## config.mk

```make
export PLATFORM = sky130hd
export DESIGN_NAME = peripheral_operand_sequencer_flat
export DESIGN_NICKNAME = d
export VERILOG_FILES = /design/src/rtl/peripheral_operand_sequencer_if.sv /design/src/rtl/peripheral_operand_sequencer.sv /design/src/flat_wrapper.sv
export SDC_FILE = /design/constraint.sdc
export NUM_CORES = 1
export LEC_CHECK = 0
export BUFFER_PORTS_ARGS = -buffer_cell sky130_fd_sc_hd__buf_2
export CAP_MARGIN = 20
export CORE_MARGIN = 10
export CORE_UTILIZATION = 35
export CTS_CLUSTER_DIAMETER = 100
export DETAILED_ROUTE_END_ITERATION = 16
export PLACE_DENSITY = 0.56
export SKIP_LAST_GASP = 1
export SLEW_MARGIN = 20
export SYNTH_ARGS = -nofsm -noshare
export SYNTH_HDL_FRONTEND = slang
export SYNTH_SLANG_ARGS = --single-unit
```

## constraint.sdc

```tcl
create_clock -name clk -period 6.24 [get_ports clk]
set_input_delay 0.312 -clock clk [delete_from_list [all_inputs] [get_ports clk]]
set_output_delay 0.312 -clock clk [all_outputs]
set_load 0.05 [all_outputs]
```

## src/rtl/peripheral_operand_sequencer_if.sv

```systemverilog
// Front-panel bus between the board keys/switches and the operand sequencer.
// The master side drives keys, switches and the datapath result; the slave side is the sequencer.
interface peripheral_operand_sequencer_if #(
  parameter int DATA_W = 32,
  parameter int BYTE_W = 8,
  parameter int N_OPS  = 2
);
  logic                      enter;
  logic                      clear;
  logic [BYTE_W-1:0]         inputdata;
  logic [DATA_W-1:0]         dataR;
  logic [N_OPS*DATA_W-1:0]   operands;
  logic                      inputdata_ready;
  logic                      load_done;
  logic [3:0]                disp_name;
  logic [3:0]                disp_index;
  logic [7:0]                disp_byte;

  modport master (
    output enter, clear, inputdata, dataR,
    input  operands, inputdata_ready, load_done, disp_name, disp_index, disp_byte
  );

  modport slave (
    input  enter, clear, inputdata, dataR,
    output operands, inputdata_ready, load_done, disp_name, disp_index, disp_byte
  );
endinterface

```

## src/rtl/peripheral_operand_sequencer.sv

```systemverilog
// Loads N_OPS operands one byte per debounced 'enter' press, then steps through the
// result bytes; drives the name/index/byte nibbles shown on the 7-segment displays.
module peripheral_operand_sequencer #(
  parameter int DATA_W = 32,
  parameter int BYTE_W = 8,
  parameter int N_OPS  = 2
) (
  input logic clk,
  input logic reset,
  peripheral_operand_sequencer_if.slave bus
);
  localparam int BYTES = DATA_W / BYTE_W;
  localparam int IDX_W = (BYTES > 1) ? $clog2(BYTES) : 1;
  localparam int OP_W  = (N_OPS > 1) ? $clog2(N_OPS) : 1;
  localparam logic [IDX_W-1:0] LAST_BYTE = IDX_W'(BYTES - 1);
  localparam logic [OP_W-1:0]  LAST_OP   = OP_W'(N_OPS - 1);

  generate
    if (DATA_W % BYTE_W != 0) begin : g_bad_width
      $error("DATA_W must be an integer multiple of BYTE_W");
    end
    if (N_OPS < 1 || N_OPS > 5) begin : g_bad_nops
      $error("N_OPS must be in 1..5");
    end
  endgenerate

  typedef enum logic {LOAD, SHOW} state_t;

  state_t                  state_q, state_d;
  logic [OP_W-1:0]         op_idx_q, op_idx_d;
  logic [IDX_W-1:0]        byte_idx_q, byte_idx_d;
  logic [N_OPS*DATA_W-1:0] operands_q, operands_d;
  logic                    load_done_q, load_done_d;
  logic                    enter_s1_q, enter_s2_q, enter_s3_q;
  logic                    press_p0;
  logic                    press_p1_q;

  // Stage p0: rising edge of the synchronised key level
  assign press_p0 = enter_s2_q & ~enter_s3_q;

  always_ff @(posedge clk or posedge reset) begin
    if (reset) begin
      enter_s1_q  <= 1'b0;
      enter_s2_q  <= 1'b0;
      enter_s3_q  <= 1'b0;
      press_p1_q  <= 1'b0;
      state_q     <= LOAD;
      op_idx_q    <= '0;
      byte_idx_q  <= '0;
      operands_q  <= '0;
      load_done_q <= 1'b0;
    end else begin
      enter_s1_q  <= bus.enter;
      enter_s2_q  <= enter_s1_q;
      enter_s3_q  <= enter_s2_q;
      press_p1_q  <= press_p0;
      state_q     <= state_d;
      op_idx_q    <= op_idx_d;
      byte_idx_q  <= byte_idx_d;
      operands_q  <= operands_d;
      load_done_q <= load_done_d;
    end
  end

  // Stage p1: registered press acts on the sequencer state
  always_comb begin
    state_d     = state_q;
    op_idx_d    = op_idx_q;
    byte_idx_d  = byte_idx_q;
    operands_d  = operands_q;
    load_done_d = 1'b0;
    if (bus.clear) begin
      state_d    = LOAD;
      op_idx_d   = '0;
      byte_idx_d = '0;
      operands_d = '0;
    end else if (press_p1_q) begin
      if (state_q == LOAD) begin
        for (int k = 0; k < N_OPS; k++) begin
          for (int b = 0; b < BYTES; b++) begin
            if (op_idx_q == OP_W'(k) && byte_idx_q == IDX_W'(b)) begin
              operands_d[k*DATA_W + b*BYTE_W +: BYTE_W] = bus.inputdata;
            end
          end
        end
        if (byte_idx_q == LAST_BYTE) begin
          byte_idx_d = '0;
          if (op_idx_q == LAST_OP) begin
            state_d     = SHOW;
            load_done_d = 1'b1;
          end else begin
            op_idx_d = op_idx_q + OP_W'(1);
          end
        end else begin
          byte_idx_d = byte_idx_q + IDX_W'(1);
        end
      end else begin
        if (byte_idx_q == LAST_BYTE) begin
          state_d    = LOAD;
          op_idx_d   = '0;
          byte_idx_d = '0;
        end else begin
          byte_idx_d = byte_idx_q + IDX_W'(1);
        end
      end
    end
  end

  // Display nibbles follow the registered state with no added latency
  always_comb begin
    bus.disp_byte = 8'(bus.inputdata);
    if (state_q == SHOW) begin
      bus.disp_name = 4'hA + 4'(N_OPS);
      for (int b = 0; b < BYTES; b++) begin
        if (byte_idx_q == IDX_W'(b)) begin
          bus.disp_byte = 8'(bus.dataR[b*BYTE_W +: BYTE_W]);
        end
      end
    end else begin
      bus.disp_name = 4'hA + 4'(op_idx_q);
    end
  end

  assign bus.disp_index      = 4'(byte_idx_q);
  assign bus.operands        = operands_q;
  assign bus.inputdata_ready = (state_q == SHOW);
  assign bus.load_done       = load_done_q;
endmodule

```

## src/flat_wrapper.sv

```systemverilog
// flat-port wrapper written by rule: the top's interface ports become plain ports
module peripheral_operand_sequencer_flat 
#(
  parameter int DATA_W = 32,
  parameter int BYTE_W = 8,
  parameter int N_OPS  = 2
)
  (clk, reset, bus_enter, bus_clear, bus_inputdata, bus_dataR, bus_operands, bus_inputdata_ready, bus_load_done, bus_disp_name, bus_disp_index, bus_disp_byte);
  peripheral_operand_sequencer_if #(.DATA_W(DATA_W), .BYTE_W(BYTE_W), .N_OPS(N_OPS)) bus_i ();
  input logic clk;
  input logic reset;
  input wire logic [$bits(bus_i.enter)-1:0] bus_enter;
  input wire logic [$bits(bus_i.clear)-1:0] bus_clear;
  input wire logic [$bits(bus_i.inputdata)-1:0] bus_inputdata;
  input wire logic [$bits(bus_i.dataR)-1:0] bus_dataR;
  output wire logic [$bits(bus_i.operands)-1:0] bus_operands;
  output wire logic [$bits(bus_i.inputdata_ready)-1:0] bus_inputdata_ready;
  output wire logic [$bits(bus_i.load_done)-1:0] bus_load_done;
  output wire logic [$bits(bus_i.disp_name)-1:0] bus_disp_name;
  output wire logic [$bits(bus_i.disp_index)-1:0] bus_disp_index;
  output wire logic [$bits(bus_i.disp_byte)-1:0] bus_disp_byte;
  assign bus_i.enter = bus_enter;
  assign bus_i.clear = bus_clear;
  assign bus_i.inputdata = bus_inputdata;
  assign bus_i.dataR = bus_dataR;
  assign bus_operands = bus_i.operands;
  assign bus_inputdata_ready = bus_i.inputdata_ready;
  assign bus_load_done = bus_i.load_done;
  assign bus_disp_name = bus_i.disp_name;
  assign bus_disp_index = bus_i.disp_index;
  assign bus_disp_byte = bus_i.disp_byte;
  peripheral_operand_sequencer #(.DATA_W(DATA_W), .BYTE_W(BYTE_W), .N_OPS(N_OPS)) u_core (.clk(clk), .reset(reset), .bus(bus_i));
endmodule
```

==> qor.yml, run 1 <==
grt:
  antenna_found_initial: 0
  overflow: 0
  grt_usage_pct: 14.27
  grt_max_degree: 74
  grt_pass1_wl_mm: 16.67
  grt_pass1_vias: 3017
clock_network:
  cts_max_path_buffers: 2
  clk_pin_slew_ns: 0.08
  cts-resized-gates: 0
  cts_tree: "yes"
  clock_latency_ns: 0.35
  postCtsSetupRepairBufs: 0
  numCtsBuffers: 9
  postCtsHoldBufs: 0
  root_buffer: "clkbuf_8"
  cts.sinks: 73
  ctsHtreeMaxLevel: 3
placement:
  dpl_cell_area_sq_um: 4120
  dpl_worst_slack_ns: 3.870
  port_buffers: 122
  gp_congestion: 0.7610
  hpwl_mm: 7.414
floorplan:
  die_y_um: 120.4
  rows: 36
  core_sq_um: 9774
  initial_core_util_pct: 36.06
  ios: 126
  die_width_um: 120.4
  dieArea_sq_um: 14480
run_status:
  status: "complete, no violations"
timing:
  hold_viol: 0
  slew_headroom_pct: 37.28
  worstMarginPinSlew_ns: 0.9409
  fin_ws_ns: 3.484
  period_share_pct: 44.16
  fin_crit_ns: 2.756
  fin_hold_ws_ns: 0.07351
  drv_slew: 0
  rsz0062_at_grt: "false"
  finClkSkew_ns: 0.01297
  max_freq_mhz: 362.9
  finalSetupTns_ns: 0
  finalSetupViolations: 0
setup_path:
  reg2reg_from: "u_core.byte_idx_q[0]$_DFFE_PP0P_"
  endpoint_kind: "primary output"
  critPathRequiredTime_ns: 5.93
  path_class: "reg2out"
  arrival_ns: 2.44
  critPathLaunchType: "flip-flop"
  cp_max_fo: 14
  startpoint: "u_core.byte_idx_q[0]$_DFFE_PP0P_"
synth:
  netlist_area_sq_um: 3525
  synth_cell_type_count: 30
  avgSynthCellArea_sq_um: 10.62
  yosys_register_bits: 73
  yosysSeqAreaShare_pct: 51.83
  synthCells: 332
  yosysWarnings: 0
final_layout:
  final_area_sq_um: 4338
  nNetsFinal: 485
  diodes: 0
  drive_above_1_share_pct: 36.82
  area_growth_pct: 23.07
routing:
  routedWlPerCell_um: 18.30
  route.detailed.drc: 0
  drt-total-wl_mm: 10.49
  routed_via_density: 4.970
  first_pass_iters: 4
  vias: 2848
  drtIter0Drc: 161
  ant_nets: 0
worst_hold_path:
  hold_start: "bus_enter"
  hold_class: "in2reg"
power:
  power.density_nw_per_um2: 244.5
  ir_drop_mv: 0.1239
  p_leak_nw: 2.215
  finalPower_mw: 1.061
job:
  cap_violations: 0
through the flow:
stage                     cells  utilization (%)
after floorplan             333                -
after global placement      557            42.15
after detailed placement    557            42.15
after CTS                   573            44.38
after global routing        573            44.38
final                       573            44.38
where the power goes:
group          switching, mW  internal (mW)
clock                  0.185          0.227
sequential           0.00758          0.483
combinational          0.110         0.0482
total                  0.302          0.758
layout by cell type (no fill, tap or decap), types with 3 or more instances in the layout:
master,netlist,routed
inv_1,6,5
nand2_1,50,50
o21ai_0,8,8
nand4b_1,4,4
nor2_1,30,30
dfrtp_1,73,73
ha_1,6,6
and4bb_2,3,3
conb_1,2,3
mux2i_1,26,26
mux2_2,16,16
buf_2,19,122
o2bb2ai_1,7,7
a21oi_1,25,25
clkbuf_8,0,9
and4b_1,3,3
a22o_1,8,8
a21o_1,8,8
a221oi_1,7,7
nor2b_1,10,10
worst max-delay path: stages (launching register included):
cell,delay (ns)
dfrtp_1,0.46
inv_1,0.11
ha_1,0.39
nor2_1,0.52
a221oi_1,0.16
o2bb2ai_1,0.18
buf_2,0.29
logic make-up (layout without fill, tap and decap cells):
| logic type | count (synthesis) | in the layout | synth area share (%) |
|---|---|---|---|
| xor+xnor | 1 | 1 | 0.2485 |
| compound gates | 66 | 66 | 13.03 |
| buf+inv | 40 | 147 | 6.425 |
| simple gates | 102 | 102 | 13.63 |
| flops | 73 | 73 | 51.83 |
| other cells | 2 | 3 | 0.2131 |
| mux | 42 | 42 | 12.50 |
| fa+ha+maj | 6 | 6 | 2.130 |
area by class of cell:
type | instances | area [sq um]
clock buffer | 10 | 127.6
fill | 1003 | 5436
clock inverter | 6 | 90.09
multi-input combinational | 220 | 1475
inverter | 7 | 26.28
timing repair buffer | 124 | 625.6
tap | 133 | 166.4
sequential | 73 | 1827
state kept, by name, summed over array words and instances, names as in the netlist:
signal and count:
u_core.bus.inputdata_ready 1, u_core.bus.load_done 1, u_core.bus.operands 64, u_core.byte_idx_q 2
u_core.enter_s1_q 1, u_core.enter_s2_q 1, u_core.enter_s3_q 1, u_core.op_idx_q 1
u_core.press_p1_q 1
metal layers:
metal / global-route usage [%] / vias to the layer above / wire length (um)
met1: 17.82 / 1395 / 4609
li1: - / 1334 / -
met5: 0 / - / 0
met3: 5.491 / 7 / 1029
met4: 3.922 / 0 / 71
met2: 22.56 / 112 / 4778
final timing paths:
path                                                               end  slack [ns]  cells past startpoint
worst min-delay path                       u_core.enter_s1_q$_DFF_PP0_        0.07                      1
worst min register to register             u_core.enter_s2_q$_DFF_PP0_        0.35                      0
worst max-delay path                                  bus_disp_byte[3]        3.48                      6
min in group asynchronous          u_core.bus.operands[25]$_DFFE_PP0P_        0.24                      3
worst max register to register     u_core.bus.operands[18]$_DFFE_PP0P_        4.25                      5
max in group asynchronous       u_core.bus.inputdata_ready$_DFFE_PP0P_        5.39                      3
cell usage after synthesis:
master,instances,area (sq um)
ha_1,6,75.07
and4bb_2,3,37.54
nor2_1,30,112.6
nor2b_1,10,62.56
buf_2,19,95.09
o21ai_0,8,40.04
a41oi_4,1,27.53
buf_4,4,30.03
conb_1,2,7.510
a211oi_1,1,7.510
dfrtp_1,73,1827
mux2_2,16,180.2
clkbuf_1,4,15.01
a221oi_1,7,61.31
a22o_1,8,70.07
a21o_1,8,60.06
nor2_2,1,6.260
mux2i_1,26,260.3
o22ai_1,1,6.260
a21oi_1,25,125.1
and4b_1,3,30.03
xnor2_1,1,8.760
inv_1,6,22.52
o2bb2ai_1,7,61.31
buf_1,1,3.750
nand4b_1,4,35.03
inv_2,1,3.750
and3b_1,1,8.760
buf_6,5,56.30
nand2_1,50,187.7
Note: power is estimated with default switching activity, not from simulation.
==> inputs of run 2 (changes only) <==
--- a/config.mk
+++ b/config.mk
@@ -11,7 +11,7 @@
 export CORE_UTILIZATION = 35
 export CTS_CLUSTER_DIAMETER = 100
 export DETAILED_ROUTE_END_ITERATION = 16
-export PLACE_DENSITY = 0.56
+export PLACE_DENSITY = 0.58
 export SKIP_LAST_GASP = 1
 export SLEW_MARGIN = 20
 export SYNTH_ARGS = -nofsm -noshare
==> constraint.sdc (replaced) <==
create_clock -name clk -period 2.4 [get_ports clk]
set_input_delay 0.12 -clock clk [delete_from_list [all_inputs] [get_ports clk]]
set_output_delay 0.12 -clock clk [all_outputs]
set_load 0.05 [all_outputs]
==> run 2 against run 1 <==
Power grew to 2.5 times the previous value. Combinational power grew to 2.8 times the previous value. Register-to-register slack lost 3.7 ns. Worst hold slack gained 0.076 ns. Sequential power grew to 2.6 times the previous value.
==> qor.yml, run 2 (synthesis gave the netlist of run 1 again) <==
run_status:
  status: "complete, no violations"  # unchanged
final_layout:
  mostFrequentLayoutCells: "buf_2, dfrtp_1, nand2_1"  # unchanged
  layout_commonest_cell: "buf_2"  # unchanged
  largest_register_ffs: 64  # unchanged
  final_area_sq_um: 4469  # was 4338 sq um
  nNetsFinal: 493  # was 485
  fill_cells: 961  # was 1003
  post-route-util_pct: 45.72  # was 44.38%
  drive_above_1_share_pct: 40.40  # was 36.82%
  area_growth_pct: 26.80  # was 23.07%
clock_network:
  ctsHtreeMaxLevel: 3  # unchanged
  cts_max_path_buffers: 2  # unchanged
  cts.sinks: 73  # unchanged
  clock_latency_ns: 0.33  # was 0.35 ns
  clk_pin_slew_ns: 0.07  # was 0.08 ns
  numCtsBuffers: 9  # unchanged
  cts_tree: "yes"  # unchanged
  root_buffer: "clkbuf_8"  # unchanged
  postCtsSetupRepairBufs: 0  # unchanged
timing:
  rsz0062_at_grt: "false"  # unchanged
  max_freq_mhz: 436.4
  finalSetupViolations: 0  # unchanged
  hold_viol: 0  # unchanged
  drv_slew: 0  # unchanged
  slew_headroom_pct: 53.21  # was 37.28%
  fin_crit_ns: 2.291
  fin_hold_ws_ns: 0.1490  # was 0.07351 ns
  finClkSkew_ns: 0.008857  # was 0.01297 ns
  period_share_pct: 95.47
  worstMarginPinSlew_ns: 0.7019  # was 0.9409 ns
  finalSetupTns_ns: 0  # unchanged
floorplan:
  ios: 126  # unchanged
  core_sq_um: 9774  # unchanged
  dieArea_sq_um: 14480  # unchanged
  die_y_um: 120.4  # unchanged
  die_width_um: 120.4  # unchanged
  rows: 36  # unchanged
  initial_core_util_pct: 36.06  # unchanged
placement:
  hpwl_mm: 8.110  # was 7.414 mm
  port_buffers: 122  # unchanged
  gp_congestion: 0.7642  # was 0.7610
  dpl_cell_area_sq_um: 4228  # was 4120 sq um
routing:
  drt-total-wl_mm: 11.10  # was 10.49 mm
  vias: 2837  # was 2848
  drtIter0Drc: 154  # was 161
  first_pass_iters: 4  # unchanged
  routedWlPerCell_um: 19.08  # was 18.30 um
  ant_nets: 0  # unchanged
  route.detailed.drc: 0  # unchanged
  routed_via_density: 4.875  # was 4.970
setup_path:
  path_class: "reg2out"  # unchanged
  critPathRequiredTime_ns: 2.28  # was 5.93 ns
  reg2reg_from: "u_core.byte_idx_q[0]$_DFFE_PP0P_"  # unchanged
  endpoint_kind: "primary output"  # unchanged
  critPathLaunchType: "flip-flop"  # unchanged
  reg2regPathDepth: 5  # unchanged
  arrival_ns: 2.17  # was 2.44 ns
  cp_max_fo: 5  # was 14
  startpoint: "u_core.byte_idx_q[1]$_DFFE_PP0P_"  # was u_core.byte_idx_q[0]$_DFFE_PP0P_
grt:
  overflow: 0  # unchanged
  grt_pass1_vias: 2990  # was 3017
  grt_max_degree: 46  # was 74
  grt_pass1_wl_mm: 17.13  # was 16.67 mm
  grt_usage_pct: 15.02  # was 14.27%
  antenna_found_initial: 2  # was 0
job:
  cap_violations: 0  # unchanged
power:
  ir_drop_mv: 0.3524  # was 0.1239 mV
  finalPower_mw: 2.657  # was 1.061 mW
  p_leak_nw: 2.257  # was 2.215 nW
  power.density_nw_per_um2: 594.5  # was 244.5 nW/um^2
worst_hold_path:
  min_path_cells: 3  # was 1
  hold_start: "bus_inputdata[7]"  # was bus_enter
  hold_class: "in2reg"  # unchanged
## run 2: changes by cell type in the layout (fill, tap and decap cells not counted), sizes merged
cell         delta
buf             +6
clkinvlp        -1
inv             -1
bufinv          -1
diode           +1
clkbuf          +3
dlygate4sd3     +2
## run 2: worst max-delay path, cell delays in order, from the launching register on
cell	delay, ns
dfrtp_1	0.44
inv_1	0.18
ha_2	0.24
mux2_2	0.34
a221oi_1	0.29
o22ai_2	0.12
buf_2	0.23
## run 2: report_power, final
part           switching, mW  internal (mW)
clock network          0.427          0.507
registers             0.0193           1.26
logic                  0.302          0.144
total                  0.748           1.91
## run 2: cell type report
class | count | area, sq um | area share, %
diodes | 1 | 2.502 | 0.05599
clock buffers | 13 | 148.9 | 3.331
clock inverters | 3 | 40.04 | 0.8959
inverters | 7 | 26.28 | 0.5879
multi-input cells | 220 | 1555 | 34.80
flip-flops and latches | 73 | 1827 | 40.87
well taps | 133 | 166.4 | 3.723
repair buffers | 132 | 703.2 | 15.73
## run 2: worst paths after layout
kind                            slack, ns                                   to
worst max register to register       0.60  u_core.bus.operands[16]$_DFFE_PP0P_
max in group asynchronous            1.33  u_core.bus.operands[61]$_DFFE_PP0P_
min in group asynchronous            0.40   u_core.bus.operands[2]$_DFFE_PP0P_
worst min register to register       0.35          u_core.enter_s2_q$_DFF_PP0_
worst max-delay path                 0.11                     bus_disp_byte[7]
worst min-delay path                 0.15  u_core.bus.operands[55]$_DFFE_PP0P_
## run 2: metrics by stage
stage	cells	worst slack, ns
after global placement	563	0.4063
after CTS	581	0.03562
after global routing	582	0.002264
final	582	0.1087
after detailed placement	563	0.2792
after floorplan	333	0.1989
## run 2: repair_timing
| item | CTS | global route |
|---|---|---|
| resized for setup | 3 | 6 |
| hold buffers | 2 | 0 |
| endpoints found under the hold margin | 29 | 0 |
| setup endpoints to repair | 8 | 8 |
## run 2: per-layer routing
layer	vias to the layer above	global-route usage, %	share of wire [%]
met5	-	0	0.12
li1	1360	-	-
met4	2	2.715	0.50
met2	85	24.72	48
met1	1381	18.22	42
met3	9	6.235	8.9
